`config.mk`:
```
export PLATFORM = sky130hd
export DESIGN_NAME = dynamics_gain_ctrl_flat
export DESIGN_NICKNAME = d
export VERILOG_FILES = /design/src/rtl/dynamics_gain_ctrl_pkg.sv /design/src/rtl/dynamics_gain_ctrl_if.sv /design/src/rtl/dynamics_gain_ctrl_level_detect.sv /design/src/rtl/dynamics_gain_ctrl.sv /design/src/flat_wrapper.sv
export SDC_FILE = /design/constraint.sdc
export NUM_CORES = 1
export LEC_CHECK = 0
export CORE_MARGIN = 2
export CORE_UTILIZATION = 62
export CTS_CLUSTER_DIAMETER = 60
export DETAILED_ROUTE_END_ITERATION = 10
export HOLD_SLACK_MARGIN = 0.02
export PLACE_DENSITY = 0.78
export SLEW_MARGIN = 30
export SYNTH_ARGS = -nofsm -noshare
export SYNTH_HDL_FRONTEND = slang
export SYNTH_HIERARCHICAL = 1
export SYNTH_SLANG_ARGS = --single-unit
```
`constraint.sdc`:
```
create_clock -name clk -period 8.4 [get_ports clk]
set_input_delay 1.68 -clock clk [delete_from_list [all_inputs] [get_ports clk]]
set_output_delay 1.68 -clock clk [all_outputs]
set_load 0.03 [all_outputs]
```
`src/rtl/dynamics_gain_ctrl_pkg.sv`:
```
// Shared types and constants for the dynamics sidechain gain computer.
package dynamics_gain_ctrl_pkg;

  localparam int         LVL_W      = 5;
  localparam logic [7:0] UNITY_GAIN = 8'h80;
  localparam logic [7:0] MIN_GAIN   = 8'h01;
  localparam logic [15:0] MAG_MAX   = 16'h7FFF;

  // One cycle per state; IDLE is the only non-busy state.
  typedef enum logic [2:0] {
    ST_IDLE = 3'd0,
    ST_ABS  = 3'd1,
    ST_ENV  = 3'd2,
    ST_GAIN = 3'd3,
    ST_OUT  = 3'd4
  } state_t;

  // Magnitude of a 2's complement sample; -32768 clamps to 32767 so the
  // envelope always fits in 15 bits.
  function automatic logic [15:0] abs_sat(input logic [15:0] s);
    logic [15:0] r;
    if (s == 16'h8000) begin
      r = MAG_MAX;
    end else if (s[15]) begin
      r = 16'(~s + 16'd1);
    end else begin
      r = s;
    end
    return r;
  endfunction

endpackage

```
`src/rtl/dynamics_gain_ctrl_if.sv`:
```
// Sample/control/gain bundle between the sample source and the gain computer.
interface dynamics_gain_ctrl_if;
  import dynamics_gain_ctrl_pkg::*;

  logic [15:0]      sample_in;
  logic             sample_valid;
  logic [4:0]       start;
  logic [1:0]       ratio_sel;
  logic [3:0]       attack_shift;
  logic [3:0]       release_shift;
  logic             bypass;
  logic [7:0]       multiple;
  logic [LVL_W-1:0] curr;
  logic             gain_valid;
  logic             busy;

  modport master (
    output sample_in, sample_valid, start, ratio_sel,
           attack_shift, release_shift, bypass,
    input  multiple, curr, gain_valid, busy
  );

  modport slave (
    input  sample_in, sample_valid, start, ratio_sel,
           attack_shift, release_shift, bypass,
    output multiple, curr, gain_valid, busy
  );

endinterface

```
`src/rtl/dynamics_gain_ctrl_level_detect.sv`:
```
// Envelope to level index: 0 for silence, else (MSB position + 1).
module dynamics_gain_ctrl_level_detect
  import dynamics_gain_ctrl_pkg::*;
(
  input  logic [15:0]      env,
  output logic [LVL_W-1:0] lvl
);

  // Upward scan so the highest set bit is the last one to write lvl.
  always_comb begin
    lvl = {LVL_W{1'b0}};
    for (int i = 0; i < 16; i++) begin
      if (env[i]) begin
        lvl = LVL_W'(i + 1);
      end else begin
        lvl = lvl;
      end
    end
  end

endmodule

```
`src/rtl/dynamics_gain_ctrl.sv`:
```
// Sidechain gain computer: peak envelope -> log2 level -> ratio -> smoothed
// Q1.7 gain, one update per accepted sample, four cycles of latency.
module dynamics_gain_ctrl
  import dynamics_gain_ctrl_pkg::*;
#(
  parameter int unsigned ATT_STEP = 8,
  parameter int unsigned REL_STEP = 1
) (
  input  logic                 clk,
  input  logic                 rst,
  dynamics_gain_ctrl_if.slave  bus
);

  localparam logic [7:0] ATT_V = 8'(ATT_STEP);
  localparam logic [7:0] REL_V = 8'(REL_STEP);

  state_t           state_r, next_state_s;
  logic [15:0]      sample_r;
  logic [4:0]       start_r;
  logic [1:0]       ratio_r;
  logic [3:0]       att_sh_r, rel_sh_r;
  logic             bypass_r;
  logic [15:0]      mag_r, env_r, env_next_s;
  logic [LVL_W-1:0] lvl_s, over_s, atten_s;
  logic [7:0]       target_s, mult_next_s;
  logic [7:0]       multiple_r;
  logic [LVL_W-1:0] curr_r;
  logic             gain_valid_r, busy_r;
  logic             gain_valid_nxt_s, busy_nxt_s;
  logic             accept_s;

  assign accept_s = (state_r == ST_IDLE) && bus.sample_valid;

  // State register; reset drops any update in flight.
  always_ff @(posedge clk) begin
    if (!rst) begin
      state_r <= ST_IDLE;
    end else begin
      state_r <= next_state_s;
    end
  end

  // Fixed walk through the pipeline once a sample is accepted.
  always_comb begin
    next_state_s = ST_IDLE;
    case (state_r)
      ST_IDLE: begin
        if (bus.sample_valid) begin
          next_state_s = ST_ABS;
        end else begin
          next_state_s = ST_IDLE;
        end
      end
      ST_ABS:  next_state_s = ST_ENV;
      ST_ENV:  next_state_s = ST_GAIN;
      ST_GAIN: next_state_s = ST_OUT;
      ST_OUT:  next_state_s = ST_IDLE;
      default: next_state_s = ST_IDLE;
    endcase
  end

  // Next values for the registered handshake outputs.
  always_comb begin
    busy_nxt_s       = (next_state_s != ST_IDLE);
    gain_valid_nxt_s = 1'b0;
    case (state_r)
      ST_GAIN: gain_valid_nxt_s = 1'b1;
      default: gain_valid_nxt_s = 1'b0;
    endcase
  end

  // Sample and control snapshot; later input changes wait for the next sample.
  always_ff @(posedge clk) begin
    if (!rst) begin
      sample_r <= 16'd0;
      start_r  <= 5'd0;
      ratio_r  <= 2'd0;
      att_sh_r <= 4'd0;
      rel_sh_r <= 4'd0;
      bypass_r <= 1'b0;
    end else if (accept_s) begin
      sample_r <= bus.sample_in;
      start_r  <= bus.start;
      ratio_r  <= bus.ratio_sel;
      att_sh_r <= bus.attack_shift;
      rel_sh_r <= bus.release_shift;
      bypass_r <= bus.bypass;
    end
  end

  // Rectify the captured sample.
  always_ff @(posedge clk) begin
    if (!rst) begin
      mag_r <= 16'd0;
    end else if (state_r == ST_ABS) begin
      mag_r <= abs_sat(sample_r);
    end
  end

  // Peak follower: fast rise toward the magnitude, geometric decay otherwise.
  // The rise never passes mag, so env stays within 15 bits.
  always_comb begin
    if (mag_r > env_r) begin
      env_next_s = env_r + ((mag_r - env_r) >> att_sh_r);
    end else begin
      env_next_s = env_r - (env_r >> rel_sh_r);
    end
  end

  // Envelope register, updated once per sample.
  always_ff @(posedge clk) begin
    if (!rst) begin
      env_r <= 16'd0;
    end else if (state_r == ST_ENV) begin
      env_r <= env_next_s;
    end
  end

  dynamics_gain_ctrl_level_detect u_level_detect (
    .env (env_r),
    .lvl (lvl_s)
  );

  // Excess level over threshold, scaled by the ratio, mapped to a target gain.
  always_comb begin
    if (lvl_s > start_r) begin
      over_s = lvl_s - start_r;
    end else begin
      over_s = {LVL_W{1'b0}};
    end
    case (ratio_r)
      2'd0:    atten_s = over_s - over_s;
      2'd1:    atten_s = over_s - (over_s >> 1);
      2'd2:    atten_s = over_s - (over_s >> 2);
      2'd3:    atten_s = over_s;
      default: atten_s = over_s;
    endcase
    if (atten_s >= 5'd7) begin
      target_s = MIN_GAIN;
    end else begin
      target_s = UNITY_GAIN >> atten_s;
    end
  end

  // Slew-limited step toward target; clamps at target so it never overshoots.
  always_comb begin
    if (bypass_r) begin
      mult_next_s = UNITY_GAIN;
    end else if (target_s < multiple_r) begin
      if ((multiple_r - target_s) > ATT_V) begin
        mult_next_s = multiple_r - ATT_V;
      end else begin
        mult_next_s = target_s;
      end
    end else if (target_s > multiple_r) begin
      if ((target_s - multiple_r) > REL_V) begin
        mult_next_s = multiple_r + REL_V;
      end else begin
        mult_next_s = target_s;
      end
    end else begin
      mult_next_s = multiple_r;
    end
  end

  // Gain/level outputs land together with gain_valid.
  always_ff @(posedge clk) begin
    if (!rst) begin
      multiple_r <= UNITY_GAIN;
      curr_r     <= {LVL_W{1'b0}};
    end else if (state_r == ST_GAIN) begin
      multiple_r <= mult_next_s;
      curr_r     <= lvl_s;
    end
  end

  // Registered handshake outputs.
  always_ff @(posedge clk) begin
    if (!rst) begin
      gain_valid_r <= 1'b0;
      busy_r       <= 1'b0;
    end else begin
      gain_valid_r <= gain_valid_nxt_s;
      busy_r       <= busy_nxt_s;
    end
  end

  assign bus.multiple   = multiple_r;
  assign bus.curr       = curr_r;
  assign bus.gain_valid = gain_valid_r;
  assign bus.busy       = busy_r;

endmodule

```
`src/flat_wrapper.sv`:
```
// flat-port wrapper written by rule: the top's interface ports become plain ports
module dynamics_gain_ctrl_flat import dynamics_gain_ctrl_pkg::*;
#(
  parameter int unsigned ATT_STEP = 8,
  parameter int unsigned REL_STEP = 1
)
  (clk, rst, bus_sample_in, bus_sample_valid, bus_start, bus_ratio_sel, bus_attack_shift, bus_release_shift, bus_bypass, bus_multiple, bus_curr, bus_gain_valid, bus_busy);
  dynamics_gain_ctrl_if bus_i ();
  input  logic clk;
  input  logic rst;
  input wire logic [$bits(bus_i.sample_in)-1:0] bus_sample_in;
  input wire logic [$bits(bus_i.sample_valid)-1:0] bus_sample_valid;
  input wire logic [$bits(bus_i.start)-1:0] bus_start;
  input wire logic [$bits(bus_i.ratio_sel)-1:0] bus_ratio_sel;
  input wire logic [$bits(bus_i.attack_shift)-1:0] bus_attack_shift;
  input wire logic [$bits(bus_i.release_shift)-1:0] bus_release_shift;
  input wire logic [$bits(bus_i.bypass)-1:0] bus_bypass;
  output wire logic [$bits(bus_i.multiple)-1:0] bus_multiple;
  output wire logic [$bits(bus_i.curr)-1:0] bus_curr;
  output wire logic [$bits(bus_i.gain_valid)-1:0] bus_gain_valid;
  output wire logic [$bits(bus_i.busy)-1:0] bus_busy;
  assign bus_i.sample_in = bus_sample_in;
  assign bus_i.sample_valid = bus_sample_valid;
  assign bus_i.start = bus_start;
  assign bus_i.ratio_sel = bus_ratio_sel;
  assign bus_i.attack_shift = bus_attack_shift;
  assign bus_i.release_shift = bus_release_shift;
  assign bus_i.bypass = bus_bypass;
  assign bus_multiple = bus_i.multiple;
  assign bus_curr = bus_i.curr;
  assign bus_gain_valid = bus_i.gain_valid;
  assign bus_busy = bus_i.busy;
  dynamics_gain_ctrl #(.ATT_STEP(ATT_STEP), .REL_STEP(REL_STEP)) u_core (.clk(clk), .rst(rst), .bus(bus_i));
endmodule
```
# Word level (Yosys, flattened, before mapping)
# Cells that the tools add are included.
# totals
reg_bits	82
elab_cells	79
input_bits	35
# classes
n_mux	30
add_sub_neg	12
eq_ne	7
order_cmp	7
reduce_logical	6
n_bitwise	1
shift	3
# op_table
cell	n
2-to-1 mux 5 bit	16
2-to-1 mux 16 bit	3
2-to-1 mux 8 bit	6
>> shifter 16 x 4 -> 16 bit	2
subtractor 16 bit	2
case mux 5 bit (4 select lines)	1
adder 16 x 1 -> 16 bit (second input constant)	1
adder 16 bit	1
equality test 16 bit (second input constant)	1
> comparator 16 bit	1
inverter 16 bit	1
subtractor 8 bit	2
case mux 3 bit (4 select lines)	1
subtractor 5 bit	2
adder 8 x 1 -> 8 bit (second input constant)	1
> comparator 8 x 1 -> 1 bit (second input constant)	1
> comparator 8 x 4 -> 1 bit (second input constant)	1
> comparator 8 bit	1
less-than comparator 8 bit	1
>> shifter 8 x 5 -> 8 bit (first input constant)	1
subtractor 8 x 4 -> 8 bit (second input constant)	1
equality test 3 x 2 -> 1 bit (second input constant)	2
nonzero test 3 bit	2
>= comparator 5 x 3 -> 1 bit (second input constant)	1
11 further kinds	14

# Longest topological paths before layout
# Gate-level depths: netlist (run 1).
# logic_depth
word_depth	28
depth_mapped	41
depth_no_buf	40

# Modules after synthesis
# Netlist (run 1), hierarchy kept.
# modules_own_cells
module	cells_per_inst	area_per_inst_um2	n_inst
dynamics_gain_ctrl	1146	8630.8	1
dynamics_gain_ctrl_level_detect	27	162.7	1

# Worst setup path after synthesis (run 1)
# OpenSTA, ideal clock, no wires.
# synth_path
path_type	flip-flop to flip-flop
from	reg u_core.env_r[1]
to	reg u_core.multiple_r[0] (netlist: u_core/bus.multiple[0])
stages_incl_launch_ff	38
period_less_slack_ps	7055
setup_ps	74
t_arrival_ps	6981
required_ps	8326
path_slack_ps	1345
cell_sequence	dfxtp_1 > nor2_1 > o311ai_1 > a311oi_1 > nor2_1 > ha_1 > nor2b_1 > o21ai_0 > a21boi_1 > o21ai_0 > nand2_1 > and3_1 > clkbuf_1 > a22oi_1 > nor2_1 > a21oi_1 > ha_1 > nor2b_1 > [2 not listed] > or2_2 > and4_1 > or3_1 > and2_1 > nor2b_1 > and2_1 > ha_1 > clkbuf_1 > inv_1 > nor3_1 > a221oi_1 > xnor2_1 > nor4_1 > nand2b_1 > inv_1 > nor3_1 > nand3_1 > a31oi_1
# synth_between
elab_chain_cells	27
# synth_lines
item	line	source
start: declaration	dynamics_gain_ctrl.sv:23	logic [15:0] mag_r, env_r, env_next_s;
start signal: assignment	dynamics_gain_ctrl.sv:115	env_r <= env_next_s;
2-to-1 mux 5 bit * (15 in series)	dynamics_gain_ctrl_level_detect.sv:13	if (env[i]) begin
named net u_core.lvl_s[1]	dynamics_gain_ctrl.sv:24	logic [LVL_W-1:0] lvl_s, over_s, atten_s;
subtractor 5 bit or > comparator 5 bit (tied branches)	dynamics_gain_ctrl.sv:127, dynamics_gain_ctrl.sv:126	
2-to-1 mux 5 bit *	dynamics_gain_ctrl.sv:126	if (lvl_s > start_r) begin
subtractor 5 x 3 -> 5 bit (tied with other cells)	dynamics_gain_ctrl.sv:134	2'd2: atten_s = over_s - (over_s >> 2);
case mux 5 bit (4 select lines) *	dynamics_gain_ctrl.sv:131	case (ratio_r)
>= comparator 5 x 3 -> 1 bit or >> shifter 8 x 5 -> 8 bit (tied branches)	dynamics_gain_ctrl.sv:138, dynamics_gain_ctrl.sv:141	
2-to-1 mux 8 bit *	dynamics_gain_ctrl.sv:138	if (atten_s >= 5'd7) begin
subtractor 8 bit	dynamics_gain_ctrl.sv:156	if ((target_s - multiple_r) > REL_V) begin
> comparator 8 x 1 -> 1 bit	dynamics_gain_ctrl.sv:156	
2-to-1 mux 8 bit	dynamics_gain_ctrl.sv:156	
2-to-1 mux 8 bit	dynamics_gain_ctrl.sv:155	end else if (target_s > multiple_r) begin
2-to-1 mux 8 bit	dynamics_gain_ctrl.sv:149	end else if (target_s < multiple_r) begin
2-to-1 mux 8 bit	dynamics_gain_ctrl.sv:147	if (bypass_r) begin
end signal: assignment	dynamics_gain_ctrl.sv:172	multiple_r <= mult_next_s;
end: declaration	dynamics_gain_ctrl.sv:26	logic [7:0] multiple_r;
# The timed path passes the listed nets; every way through them passes the cells marked *. The select of a mux whose other input is x is not followed.
# A chain may end at the register's enable or synchronous reset.

# Worst setup path in the final report (run 1)
# layout_path
from	reg u_core.env_r[9]
to	reg u_core.multiple_r[2] (netlist: u_core/bus.multiple[2])
# layout_between
elab_chain_cells	19
# layout_lines
item	line
2-to-1 mux 5 bit * (7 in series)	dynamics_gain_ctrl_level_detect.sv:13
named net u_core.lvl_s[1]	dynamics_gain_ctrl.sv:24
subtractor 5 bit or > comparator 5 bit (tied branches)	dynamics_gain_ctrl.sv:127, dynamics_gain_ctrl.sv:126
2-to-1 mux 5 bit *	dynamics_gain_ctrl.sv:126
subtractor 5 x 3 -> 5 bit (tied with other cells)	dynamics_gain_ctrl.sv:134
case mux 5 bit (4 select lines) *	dynamics_gain_ctrl.sv:131
>= comparator 5 x 3 -> 1 bit or >> shifter 8 x 5 -> 8 bit (tied branches)	dynamics_gain_ctrl.sv:138, dynamics_gain_ctrl.sv:141
2-to-1 mux 8 bit *	dynamics_gain_ctrl.sv:138
subtractor 8 bit	dynamics_gain_ctrl.sv:156
> comparator 8 x 1 -> 1 bit	dynamics_gain_ctrl.sv:156
2-to-1 mux 8 bit	dynamics_gain_ctrl.sv:156
2-to-1 mux 8 bit	dynamics_gain_ctrl.sv:155
2-to-1 mux 8 bit	dynamics_gain_ctrl.sv:149
2-to-1 mux 8 bit	dynamics_gain_ctrl.sv:147
# Marks and branches as above.

==> results of run 1 <==
-- state kept, by name, indices dropped and copies added, names as in the netlist --
name and count:
u_core/bypass_r 1, u_core/bus.curr 5, u_core/mag_r 16, u_core/bus.busy 1, u_core/state_r 3, u_core/rel_sh_r 4, u_core/ratio_r 2, u_core/sample_r 16
u_core/start_r 5, u_core/bus.multiple 8, u_core/bus.gain_valid 1, u_core/att_sh_r 4, u_core/env_r 16
-- metal layers --
metal / share of wire / wire, um / up-vias / global-route usage
met3: 0.076 / 1890 / 53 / 0.0484
met5: 0 / 0 / - / 0
li1: - / - / 4285 / -
met2: 0.43 / 10600 / 379 / 0.488
met4: 0.028 / 687 / 0 / 0.123
met1: 0.47 / 11600 / 4133 / 0.481
-- cell families after synthesis --
group	Yosys count	synth area share
flops	82	0.187
compound gates	385	0.295
mux	46	0.0741
fa+ha+maj	69	0.103
simple gates	395	0.214
buf+inv	141	0.0719
xor+xnor	55	0.0548
-- tightest hold or removal path: cells and delay by family (launching register included) --
kind	cells	cell delay, ns
DFF	1	0.31
and+or+nand+nor	1	0.05
AOI/OAI and AO/OA	1	0.05
-- synth_stat cells, types with 6 or more instances --
library cell  instances
or3_1                11
a21o_1               19
mux4_2               11
clkbuf_8              8
xor2_1               23
a31oi_1              11
o31ai_1              10
nand2b_1             14
o211a_1               6
dfxtp_1              82
or2_2                 7
inv_1                76
ha_1                 63
nand3_1              21
mux2i_1              28
o221ai_1              8
o21a_1               13
nor2b_1               9
a211oi_1             22
fa_1                  6
a21oi_1             129
and3_1               11
o21ai_0              67
and2_1               10
nand2_1             155
nor3_1               27
nor2_1               88
xnor2_1              32
o211ai_1             14
nand4_1               8
o21bai_1              6
clkbuf_1             47
-- final cells by class --
cell class	count	area, um^2
clock inverters	5	56.3
clock buffers	9	225
flip-flops and latches	82	1640
repair buffers	59	566
inverters	78	293
multi-input cells	950	6550
well taps	180	225
fillers	1239	4320
-- what timing repair did --
| action | in CTS | in global routing |
|---|---|---|
| hold buffers | 0 | 0 |
| gates resized for setup | 0 | 7 |
| setup endpoints to repair | 0 | 8 |
| buffers inserted | 0 | 2 |
-- path summary, 6_finish.rpt --
path	from	to	slack (ns)	cells after the start
worst min register to register	u_core/start_r[4]	u_core/start_r[4]	0.46	2
worst min-delay path	u_core/start_r[4]	u_core/start_r[4]	0.46	2
worst max register to register	u_core/env_r[9]	u_core/bus.multiple[2]	0.66	37
worst max-delay path	u_core/env_r[9]	u_core/bus.multiple[2]	0.66	37
-- placed cells by master, fill, tap and decap left out, types with 6 or more instances in the layout --
cell type / netlist / routed
o211ai_1: 14 / 14
o31ai_1: 10 / 10
or2_2: 7 / 7
fa_1: 6 / 6
nor2b_1: 9 / 9
dfxtp_1: 82 / 80
a31oi_1: 11 / 11
inv_1: 76 / 76
mux4_2: 11 / 11
clkbuf_16: 0 / 9
o21ai_0: 67 / 64
clkdlybuf4s50_1: 0 / 49
ha_1: 63 / 62
nor3_1: 27 / 25
o211a_1: 6 / 6
nand2_1: 155 / 155
nor2_1: 88 / 88
xnor2_1: 32 / 32
nand2b_1: 14 / 13
nand3_1: 21 / 21
and3_1: 11 / 11
o21bai_1: 6 / 6
a21o_1: 19 / 19
nand4_1: 8 / 8
xor2_1: 23 / 23
o221ai_1: 8 / 8
a21oi_1: 129 / 128
o21a_1: 13 / 13
a211oi_1: 22 / 22
or3_1: 11 / 11
mux2i_1: 28 / 28
buf_4: 1 / 10
and2_1: 10 / 10
-- through the flow --
step                cells  instance area, um^2  setup WS (ns)   util  hold WS (ns)
global placement     1347                 9240          0.819  0.666         0.443
detailed placement   1347                 9240          0.542  0.666         0.451
floorplan            1173                 8790           1.35      -         0.436
finish               1363                 9560          0.655  0.689         0.455
CTS                  1361                 9520          0.467  0.686         0.459
global route         1363                 9560         0.0155  0.689         0.482
==> results.json, run 1 <==
{
  "synth.top_cell.area_share": 0.187,
  "start_util": 0.633,
  "clkSlewWorstSetupHoldPaths_ns": 0.06,
  "critPathMaxStageDelay_ns": 0.41,
  "clock.fmax_mhz": 129,
  "diodes": 0,
  "setup_viol": 0,
  "crit_type": "reg -> reg",
  "viasPerCell": 6.49,
  "dr_total_vias": 8850,
  "syn_area_um2": 8790,
  "setup_tns_ns": 0,
  "grt_pass1_wl_um": 39600,
  "overflow": 0,
  "netlist_instances": 1173,
  "cp-start-kind": "register",
  "worstMarginPinSlew_ns": 0.832,
  "dieArea_um2": 15200,
  "cts_tree": "done",
  "grt_pass1_vias": 7898,
  "first_pass_iters": 6,
  "placementRows": 43,
  "cap_violations": 0,
  "cts_sinks": 82,
  "ys_seq_area_frac": 0.187,
  "track_usage": 0.329,
  "async_flop_share": 0,
  "drive_gt1_frac": 0.0735,
  "crit_buf_inv": 1,
  "yosys_warnings": 6,
  "synth.largest_area_cell": "dfxtp_1",
  "hold_class": "reg -> reg",
  "cts-buffers-inserted": 9,
  "ctsHtreeMaxLevel": 3,
  "drtIter0Drc": 802,
  "drc": 0,
  "synth_area_leaders": "dfxtp_1 (19%), ha_1 (9.0%), a21oi_1 (7.3%)",
  "grt_max_degree": 57,
  "die_w_um": 123,
  "area_delta_synth_final_pct": 8.74,
  "clock_skew_ns": 0.00802,
  "routed_wirelength_um": 24700,
  "synth_cell_types": 96,
  "insertion_delay_ns": 0.35,
  "period_minus_slack_ns": 7.74,
  "cp_top_family": "compound AO/OA/AOI/OAI gates",
  "io_pins": 50,
  "place.gp.congestion": 0.965,
  "antenna_found_initial": 0,
  "wl_per_cell_um": 18.1,
  "crit_fanout": 10,
  "ys_ff_latch": 82,
  "cts_root_buf": "clkbuf_16",
  "coreArea_um2": 13900,
  "cts.path.max_buffers": 2,
  "io_buffers": 49,
  "rsz0062_at_grt": "no",
  "synthesis.nets": 1277,
  "fin_crit_sh": 0.922,
  "place_hpwl_um": 18300,
  "critPathMostFrequentCell": "nor2_1",
  "die_h_um": 123,
  "slew_headroom": 0.446,
  "cp-end-kind": "register",
  "synthFlopType": "dfxtp_1",
  "synth_edf_count": 0,
  "slew_violations": 0,
  "num-nets-final": 1284,
  "ant_nets": 0,
  "hold_viol_final": 0,
  "crit_slowest_cell": "dfxtp_1",
  "syn_avg_cell_area_um2": 7.50,
  "critPathArrivalTime_ns": 8.01,
  "run_status": "finished, final reports clean",
  "worst_ep_required_time_ns": 8.67
}
Power of run 1 is left out: the tool's default activity adds up to more than one toggle a clock period on the data nets, which glitch-free logic cannot reach.
==> run 2: changes to the inputs <==
--- a/config.mk
+++ b/config.mk
@@ -5,6 +5,7 @@
 export SDC_FILE = /design/constraint.sdc
 export NUM_CORES = 1
 export LEC_CHECK = 0
+export CORE_ASPECT_RATIO = 0.6
 export CORE_MARGIN = 2
 export CORE_UTILIZATION = 62
 export CTS_CLUSTER_DIAMETER = 60
@@ -14,5 +15,4 @@
 export SLEW_MARGIN = 30
 export SYNTH_ARGS = -nofsm -noshare
 export SYNTH_HDL_FRONTEND = slang
-export SYNTH_HIERARCHICAL = 1
 export SYNTH_SLANG_ARGS = --single-unit
==> results.json, run 2 <==
{
  "run_status": "finished, final reports clean",
  "wl_per_cell_um": 19.2,
  "grt_pass1_vias": 8137,
  "antenna_found_initial": 0,
  "die_h_um": 96.1,
  "die_w_um": 158,
  "first_pass_iters": 6,
  "crit_type": "reg -> reg",
  "grt_max_degree": 40,
  "cp-end-kind": "register",
  "netlist_instances": 1219,
  "syn_avg_cell_area_um2": 7.19,
  "synth_top_family_by_area": "compound AO/OA/AOI/OAI gates",
  "grt_pass1_wl_um": 42600,
  "overflow": 0,
  "num-nets-final": 1340,
  "track_usage": 0.360,
  "area_delta_synth_final_pct": 12.3,
  "dr_total_vias": 9374,
  "synth_mux_area_frac": 0.0668,
  "cts_root_buf": "clkbuf_16",
  "setup_tns_ns": 0,
  "viasPerCell": 6.54,
  "slew_violations": 0,
  "cts.path.max_buffers": 2,
  "layout_common_cells": "nand2_1 (163), a21oi_1 (139), nor2_1 (105)",
  "dieArea_um2": 15100,
  "synth_area_leaders": "dfxtp_1 (18%), ha_1 (9.0%), a21oi_1 (7.9%)",
  "clock_skew_ns": 0.0133,
  "place_worst_setup_slack_ns": 0.0657,
  "diodes": 0,
  "synthesis.nets": 1322,
  "fin_crit_sh": 0.944,
  "period_minus_slack_ns": 7.93,
  "synth_cell_types": 96,
  "synthFlopType": "dfxtp_1",
  "holdWs_ns": 0.456,
  "drtIter0Drc": 1117,
  "synth.largest_area_cell": "dfxtp_1",
  "cp-start-kind": "register",
  "placementRows": 33,
  "synth_edf_count": 0,
  "stdcell_count": 1434,
  "ctsHoldBuffers": 0,
  "synth.top_cell.area_share": 0.185,
  "dpl.cell_count": 1413,
  "slew_headroom": 0.379,
  "synthSimpleGateAreaFrac": 0.247,
  "synth_most_common_cell": "nand2_1",
  "cts-buffers-inserted": 9,
  "worstMarginPinSlew_ns": 0.930,
  "io_buffers": 49,
  "syn_area_um2": 8770,
  "cts_sinks": 81,
  "coreArea_um2": 13700,
  "ctsHtreeMaxLevel": 3,
  "largestRegisters": "u_core.env_r x16, u_core.mag_r x16, u_core.sample_r x16",
  "worst_ep_required_time_ns": 8.69,
  "clkSlewWorstSetupHoldPaths_ns": 0.07,
  "insertion_delay_ns": 0.35,
  "synthTopCellsByCount": "nand2_1 (164), a21oi_1 (139), nor2_1 (106)",
  "start_util": 0.638,
  "ys_seq_area_frac": 0.185,
  "cap_violations": 0,
  "routed_wirelength_um": 27600,
  "critPathArrivalTime_ns": 8.22,
  "hold_viol_final": 0,
  "yosys_warnings": 0,
  "drc": 0,
  "setup_viol": 0,
  "place_hpwl_um": 20900,
  "io_pins": 50,
  "crit_fanout": 8,
  "fin_ws_ns": 0.470,
  "ant_nets": 0,
  "critPathMaxStageDelay_ns": 0.42,
  "clock.fmax_mhz": 126,
  "crit_path_start": "u_core.env_r[1]",
  "synth_compound_area_frac": 0.286,
  "synth-adder-area-share": 0.103,
  "crit_slowest_cell": "ha_2",
  "ys_ff_latch": 81,
  "synth_xor_area_frac": 0.0548,
  "hold_class": "reg -> reg",
  "cts_tree": "done",
  "place.gp.congestion": 1.07,
  "async_flop_share": 0,
  "drive_gt1_frac": 0.0773,
  "critPathMostFrequentCell": "a21oi_1",
  "r2r_start": "u_core.env_r[1]",
  "min_from": "u_core.start_r[3]",
  "layout_commonest_cell": "nand2_1"
}
==> run 2: metrics by stage <==
step / utilization / instance area (um^2)
final: 0.716 / 9850
after global routing: 0.716 / 9850
after CTS: 0.706 / 9710
after detailed placement: 0.683 / 9390
after global placement: 0.682 / 9380
after floorplan: - / 8770
==> run 2: cell families (layout without fill, tap and decap cells) <==
| kind of cell | Yosys count | after routing |
|---|---|---|
| multiplexers | 50 | 50 |
| adder cells (fa/ha/maj) | 69 | 69 |
| XOR/XNOR | 54 | 54 |
| flip-flops | 81 | 81 |
| buffers and inverters | 134 | 157 |
| AO/OA/AOI/OAI | 378 | 378 |
| AND/OR/NAND/NOR | 453 | 453 |
==> run 2: what timing repair did <==
item / CTS / global route
endpoints found under the setup margin: 0 / 8
buffers inserted: 0 / 5
gates resized for setup: 0 / 22
==> run 2: final cells by class <==
| cell class | count | area [um^2] |
|---|---|---|
| Timing Repair Buffer | 68 | 646 |
| Clock buffer | 11 | 253 |
| Fill cell | 1116 | 3900 |
| Inverter | 73 | 274 |
| Tap cell | 192 | 240 |
| Clock inverter | 5 | 67.6 |
| Multi-Input combinational cell | 1004 | 6750 |
| Sequential cell | 81 | 1620 |
==> run 2: worst paths after layout <==
kind	end	slack [ns]	cells after the start
setup / recovery	u_core.bus.multiple[3]	0.47	38
hold / removal	u_core.start_r[3]	0.46	2
setup reg to reg	u_core.bus.multiple[3]	0.47	38
hold reg to reg	u_core.start_r[3]	0.46	2
==> run 2: critical path: cells and delay by family (launching register included) <==
family / cells / cell delay (ns)
DFF: 1 / 0.40
AOI/OAI and AO/OA: 21 / 4.01
adders and majority gates: 4 / 1.33
buffers and inverters: 3 / 0.29
and+or+nand+nor: 7 / 1.21
muxes: 1 / 0.31
xor gates and xnor gates: 2 / 0.33
==> run 2: layer usage <==
layer | vias to the layer above | routed length [um] | GRT usage
met5 | - | 0 | 0
met2 | 559 | 10400 | 0.464
met3 | 30 | 4080 | 0.136
li1 | 4469 | - | -
met1 | 4316 | 12800 | 0.561
met4 | 0 | 204 | 0.0500
Power of run 2 is left out for the same reason.
==> run 3: changes to the inputs <==
==> constraint.sdc (replaced) <==
create_clock -name clk -period 8.4 [get_ports clk]
set_input_delay 0.84 -clock clk [delete_from_list [all_inputs] [get_ports clk]]
set_output_delay 0.84 -clock clk [all_outputs]
set_load 0.03 [all_outputs]
==> results of run 3 <==
Final layout, timing and power as in run 2 (identical DEF).
Power of run 3 is left out for the same reason.
